--- src/rtl/r_i_trace_buf.sv ---
// Commit-trace capture buffer: records {ofa, zfa, douta} on CPU commits after a trigger; 1-cycle read latency.
// TRACE_STOP_ON_FULL_EN: stop capture when full (drop further commits) instead of overwriting as a ring.
module r_i_trace_buf #(
   parameter int DEPTH = 16,
   parameter int AW    = 4
) (
   input  logic          clka,
   input  logic          rsta,
   input  logic          commit,
   input  logic [31:0]   douta,
   input  logic          zfa,
   input  logic          ofa,
   input  logic          arm,
   input  logic [31:0]   trig_val,
   input  logic          rd_req,
   output logic          rd_valid,
   output logic [33:0]   rd_data,
   output logic [AW:0]   count,
   output logic          empty,
   output logic          full,
   output logic          overflow,
   output logic [1:0]    state
);

   typedef enum logic [1:0] {
      IDLE    = 2'd0,
      ARMED   = 2'd1,
      CAPTURE = 2'd2,
      DONE    = 2'd3
   } st_t;

   typedef struct packed {
      logic        ofa;
      logic        zfa;
      logic [31:0] dat;
   } entry_t;

   st_t           st;
   entry_t        mem [DEPTH];
   logic [AW-1:0] wr_ptr;
   logic [AW-1:0] rd_ptr;
   logic          wr_req;
   logic          wr_acc;
   logic          rd_ok;
   logic          drop;
   logic          ovr;
   logic          cnt_inc;
   logic          cnt_dec;
   entry_t        wr_entry;

   assign empty = (count == '0);
   assign full  = (count == (AW+1)'(DEPTH));
   assign state = st;

   // The triggering commit in ARMED is itself the first captured entry.
   assign wr_req   = commit && ((st == CAPTURE) || ((st == ARMED) && (douta == trig_val)));
   assign rd_ok    = rd_req && !empty;
   assign wr_entry = '{ofa: ofa, zfa: zfa, dat: douta};

`ifdef TRACE_STOP_ON_FULL_EN
   assign wr_acc = wr_req && !full;
   assign drop   = wr_req && full;
   assign ovr    = 1'b0;
`else
   // Ring mode: a write into a full buffer with no concurrent read evicts the oldest entry.
   assign wr_acc = wr_req;
   assign drop   = 1'b0;
   assign ovr    = wr_req && full && !rd_ok;
`endif

   assign cnt_inc = wr_acc && !rd_ok && !full;
   assign cnt_dec = rd_ok && !wr_acc;

   always_ff @(posedge clka) begin
      if (wr_acc) begin
         mem[wr_ptr] <= wr_entry;
      end
   end

   always_ff @(posedge clka or posedge rsta) begin
      if (rsta) begin
         st       <= IDLE;
         wr_ptr   <= '0;
         rd_ptr   <= '0;
         count    <= '0;
         overflow <= 1'b0;
         rd_valid <= 1'b0;
         rd_data  <= '0;
      end else begin
         rd_valid <= rd_ok;
         if (rd_ok) begin
            rd_data <= mem[rd_ptr];
         end
         if (wr_acc) begin
            wr_ptr <= wr_ptr + AW'(1);
         end
         if (rd_ok || ovr) begin
            rd_ptr <= rd_ptr + AW'(1);
         end
         if (cnt_inc) begin
            count <= count + (AW+1)'(1);
         end else if (cnt_dec) begin
            count <= count - (AW+1)'(1);
         end
         if (drop || ovr) begin
            overflow <= 1'b1;
         end
         case (st)
            IDLE: begin
               if (arm) st <= ARMED;
            end
            ARMED: begin
               if (wr_req) st <= CAPTURE;
            end
            CAPTURE: begin
`ifdef TRACE_STOP_ON_FULL_EN
               if (wr_acc && !rd_ok && (count == (AW+1)'(DEPTH - 1))) st <= DONE;
`endif
            end
            DONE: begin
               if (arm) st <= ARMED;
            end
            default: st <= IDLE;
         endcase
      end
   end

endmodule
--- config.mk ---
export PLATFORM = sky130hd
export DESIGN_NAME = r_i_trace_buf
export DESIGN_NICKNAME = d
export VERILOG_FILES = /design/src/rtl/r_i_trace_buf.sv
export SDC_FILE = /design/constraint.sdc
export NUM_CORES = 1
export LEC_CHECK = 0
export ABC_AREA = 1
export BUFFER_PORTS_ARGS = -buffer_cell sky130_fd_sc_hd__buf_2
export CELL_PAD_IN_SITES_DETAIL_PLACEMENT = 1
export CELL_PAD_IN_SITES_GLOBAL_PLACEMENT = 1
export CORE_AREA = 4 4 190 266
export CTS_CLUSTER_SIZE = 16
export DETAILED_ROUTE_END_ITERATION = 8
export DIE_AREA = 0 0 194 270
export PLACE_DENSITY = 0.74
export SLEW_MARGIN = 20
export SYNTH_ARGS = -nofsm -noshare
export SYNTH_HDL_FRONTEND = slang
export SYNTH_SLANG_ARGS = --single-unit
export TNS_END_PERCENT = 10
--- constraint.sdc ---
create_clock -name clka -period 4.9 [get_ports clka]
set_input_delay 1.225 -clock clka [delete_from_list [all_inputs] [get_ports clka]]
set_output_delay 1.225 -clock clka [all_outputs]
set_load 0.01 [all_outputs]
* Word level (Yosys, flattened, before mapping)
Memory sizes are Yosys's and may differ from the RTL's. A register that Yosys moved wholly into a read port is not among the register bits.
Index checks and enable logic that the tools add are counted.
** Storage, ports and cells
- Register bits after elaboration :: 17
- Bits in writable memories :: 544
- Bits of input ports :: 71
- Output and inout bits :: 45
- Word-level logic and storage cells :: 45
- Memories :: 1
** Operators by class
- Add/subtract/negate cells :: 4
- Equality and inequality tests :: 7
- Muxes and demuxes :: 7
- Reduce and logical (&&, ||, !) cells :: 20
** Memories
- mem :: depth 16, bits a word 34, rd ports 1, clocked after Yosys merged registers in 1, write ports 1, line 39 : entry_t mem [DEPTH];
** Operators with widths (count)
- 32-bit equality test :: 1
- 5-bit two-way mux :: 2
- 4-bit by 1-bit adder with 4-bit output (second input constant) :: 2
- 1-bit logical AND :: 8
- 5-bit by 1-bit adder with 5-bit output (second input constant) :: 1
- 5-bit equality test (second input constant) :: 1
- 5-bit logical NOT :: 1
- 5-bit by 1-bit subtractor with 5-bit output (second input constant) :: 1
- 2-bit equality test (second input constant) :: 2
- 1-bit logical NOT :: 4
- 2-bit two-way mux :: 2
- 2-bit case mux with 2 select lines :: 1
- 2-bit nonzero test :: 2
- 3-bit AND reduction :: 1
- 2-bit by 1-bit equality test with 1-bit output (second input constant) :: 1
- 2-bit logical NOT :: 1
- 1-bit logical OR :: 2
- 1-bit two-way mux :: 2
- 2-bit by 1-bit != test with 1-bit output (second input constant) :: 1
- 2-bit != test (second input constant) :: 1
- 2-bit OR reduction :: 1

* Longest topological paths before layout
- Depth after elaboration :: 8
- Gate-level depth with buffers :: 20
- Gate-level depth less buffers :: 20

* Worst setup path before layout
No wires, ideal clock.
- Path type :: input-to-reg
- From :: in douta[31]
- To :: mem mem[11][0] in the netlist's numbering, enable pin
- Library setup time :: 0.425 ns
- Data arrival time :: 3.598 ns
- Data required time :: 4.475 ns
- Path slack :: 0.877 ns
- Stages :: 13
- Buffers on the path :: 0
- Cells stage by stage :: inv_1 > nor2_1 > nor2_1 > nand3_1 > nor2_1 > nand2_1 > nor2_2 > nand2_2 > nand2_1 > nand2_2 > nor2_1 > nand2_1 > nor2_1
** Between the ends
- Longest elaborated chain between the ends :: 6
** RTL lines
- from (decl) :: line 10 : input logic [31:0] douta,
- 32-bit equality test :: line 56 : assign wr_req = commit && ((st == CAPTURE) || ((st == ARMED) && (douta == trig_val)));
- 1-bit logical AND :: line 56
- 1-bit logical OR :: line 56
- 1-bit logical AND :: line 56
- 1-bit two-way mux :: line 75 : if (wr_acc) begin
- 1-bit two-way mux (not written as such) :: line 76 : mem[wr_ptr] <= wr_entry;
- to (decl) :: line 39
Every way passes these cells.

* Worst setup path after layout
- From :: in douta[27]
- To :: mem mem[6][20] in the netlist's numbering, enable pin
The elaborated chain is that of the path after synthesis.

==> run metrics <==
Total GRT Usage 26.2%; CP Cell Sequence buf_2 > inv_1 > nand2_1 > nand2_1 > nor2_1 > nand2_1 > nor2_1 > nand2_1 > nor2_2 > nand2_2 > a21boi_4 > nand2_1 > nor2_4 > buf_12; switching pwr 5.76 mW; final setup vio count 0; Synth Register Bits 595; Total Neg Setup Slack 0 ns; Syn Nets about 2,000; DR WL/cell 26.1 microns; Crit. End Element register; pin count of the biggest net entering global routing 136; startpoint types input pin; 1st-pass router iterations 5; vias in the first global route 17,300; Clock Skews 0.00884 ns; sequential share of the synthesized area 73.6%; Int Pwr 10.1 mW; # fillers roughly 4,900; pre-CTS setup slack between 0.7 and 0.8 ns; CTS root buf clkbuf_16; outcome finished, final reports clean; Seq pwr share 39.6%; commonest non-fill, non-tap cell in the layout edfxtp_1; largest area contributor in the netlist edfxtp_1; largest cells by area after synthesis edfxtp_1, nor2_1, o21ai_0; routed vias/inst 5.97; Initial Util 49.9%; post-CTS sizing 0; Clock power frac approximately 29%; routed via count 16,100; Synth top area share between 60% and 70%; CTS Hold Bufs 0; worst hold slack 0.476 ns; I/O pin total 116; Max-cap violations 0; Routability Congestion 0.799; CORE AREA 0.0480 sq mm; Die Ht 270 microns; first-pass GRT wire length 106 mm; Pins Over Slew Limit 0; Clk Latency, worst-skew pair a little under 0.6 ns; Unique masters post-synth 36; CTS Sinks 595; fin nets 2,103; Post-DP Area 0.0253 sq mm; clk buf depth 3; Sw Share 36.4%; post-CTS setup buffer count 0; Max VDD drop 452 uV; most used cell, CP nand2_1; # H-tree levels 2; Combinational Power Share 31.7%; CP Max Fanout 18; number of remaining DRC errors 0; chip width 194 microns; Detailed Route Iter0 Violations 1,433; antenna diode count 0; worst slew pin tran 1.12 ns; Area Overhead vs Synth 13.8%; fmax 276 MHz; Num CTS Buffers 56; Req. time, crit path 5.17 ns; CP max stage delay 0.58 ns; most frequent cells in the layout edfxtp_1, nor2_1, o21ai_0; layout cell share with drive strength beyond 1 ~14%; post-route cell area 0.0272 sq mm; Port Buffer Count 115; CP max-delay cell nor2_4; HP Class reg -> reg; final wirelength 70.4 mm; Mapped Cells between 1,500 and 2,000; min cycle time layout 3.63 ns; Worst-path clk slew around 0.060 ns; initial antenna violation count 0; Post-Route Utilization 56.7%; relative slew slack 25.4%; critical path class in -> reg; Overflow after GRT 0; arrival time at the worst endpoint 3.90 ns; Power Dens Cells 581 mW/mm^2; Tcrit/Tclk final 74.0%; post-route setup slack 1.27 ns; Cell Area, Synth 0.0239 sq mm; die area 0.0524 sq mm; TritonCTS clock tree done; Final Hold Vio Count 0; Mapped Avg Cell Area approximately 13 sq um; # rows between 90 and 100; leakage power 9.51 nW; unrepaired setup endpoints after global routing false; YS warnings 0; Routed Antenna Nets 0; HPWL after DPL 40.5 mm
layer usage:
layer	vias to the layer above	track usage (%)	wire length [microns]
met5	-	0	0
met4	0	6.57	1750
met3	118	3.94	4810
met2	606	46.0	36200
met1	8254	34.5	27600
li1	7128	-	-
sequential cells by signal, summed over array words and instances, names as in the netlist:
signal and count:
count 5, mem 544, overflow 1, rd_data 34
rd_ptr 4, rd_valid 1, state 2, wr_ptr 4
final timing paths:
kind	start	endpoint	slack, ns	cells past startpoint
worst min-delay path	rd_data[33]	rd_data[33]	0.48	2
worst max register to register	rd_ptr[1]	rd_data[21]	1.48	8
max in group asynchronous	rsta	rd_ptr[0]	3.23	3
worst max-delay path	douta[27]	mem[6][20]	1.27	14
worst min register to register	rd_data[33]	rd_data[33]	0.48	2
min in group asynchronous	rsta	rd_data[4]	0.67	2
cell families (layout without fill, tap and decap cells):
logic type | count (synthesis) | after routing | synth area share, %
adder cells (fa/ha/maj) | 12 | 12 | 0.659
buffers and inverters | 178 | 329 | 3.54
AND/OR/NAND/NOR | 595 | 595 | 9.59
AO/OA/AOI/OAI | 516 | 516 | 11.9
XOR/XNOR | 19 | 19 | 0.727
flip-flops | 595 | 595 | 73.6
cell usage after synthesis:
library cell,count
dfrtp_1,51
nand2_4,1
inv_1,56
xor2_1,8
xnor2_1,10
a31oi_1,1
ha_1,11
buf_2,18
o21ai_0,269
o22ai_1,164
o21ai_1,69
o32ai_1,8
nor2_2,3
nor2_1,382
clkbuf_1,67
a21oi_2,1
nand3_1,11
a21boi_4,1
buf_8,1
inv_2,3
fa_1,1
buf_4,12
buf_1,5
nand4_1,5
nand2_1,186
edfxtp_1,544
o21ai_4,1
clkbuf_2,2
clkinv_1,1
nand3_2,1
or2_2,1
o21bai_1,1
xor2_2,1
buf_6,13
a21o_1,1
nand2_2,5
per-stage QoR:
step,cells,total power [mW]
global route,2696,16.7
CTS,2696,15.9
global placement,2592,11.1
finish,2696,15.8
floorplan,1915,9.61
detailed placement,2592,11.3
final cells by class:
cell class | count | area [sq um] | area share, %
clock inverter | 38 | 427 | 1.57
sequential | 595 | 17600 | 64.7
clock buffer | 66 | 1490 | 5.47
tap | 630 | 788 | 2.89
inverter | 60 | 231 | 0.850
timing repair buffer | 165 | 1080 | 3.96
multi-input combinational | 1142 | 5600 | 20.6
worst max-delay path, delay by kind of cell:
kind | cells | cell delay (ns)
buffers and inverters | 3 | 0.67
AND/OR/NAND/NOR | 10 | 1.71
AO/OA/AOI/OAI | 1 | 0.27
power groups by stage:
stage               Clock [mW]  Combinational [mW]  Sequential, mW
floorplan                    0                3.32            6.29
finish                    4.55                5.01            6.27
detailed placement           0                4.97            6.37
CTS                       4.61                5.03            6.27
global route              4.84                5.53            6.31
global placement             0                4.78            6.35
(Power assumes the default switching activity.)
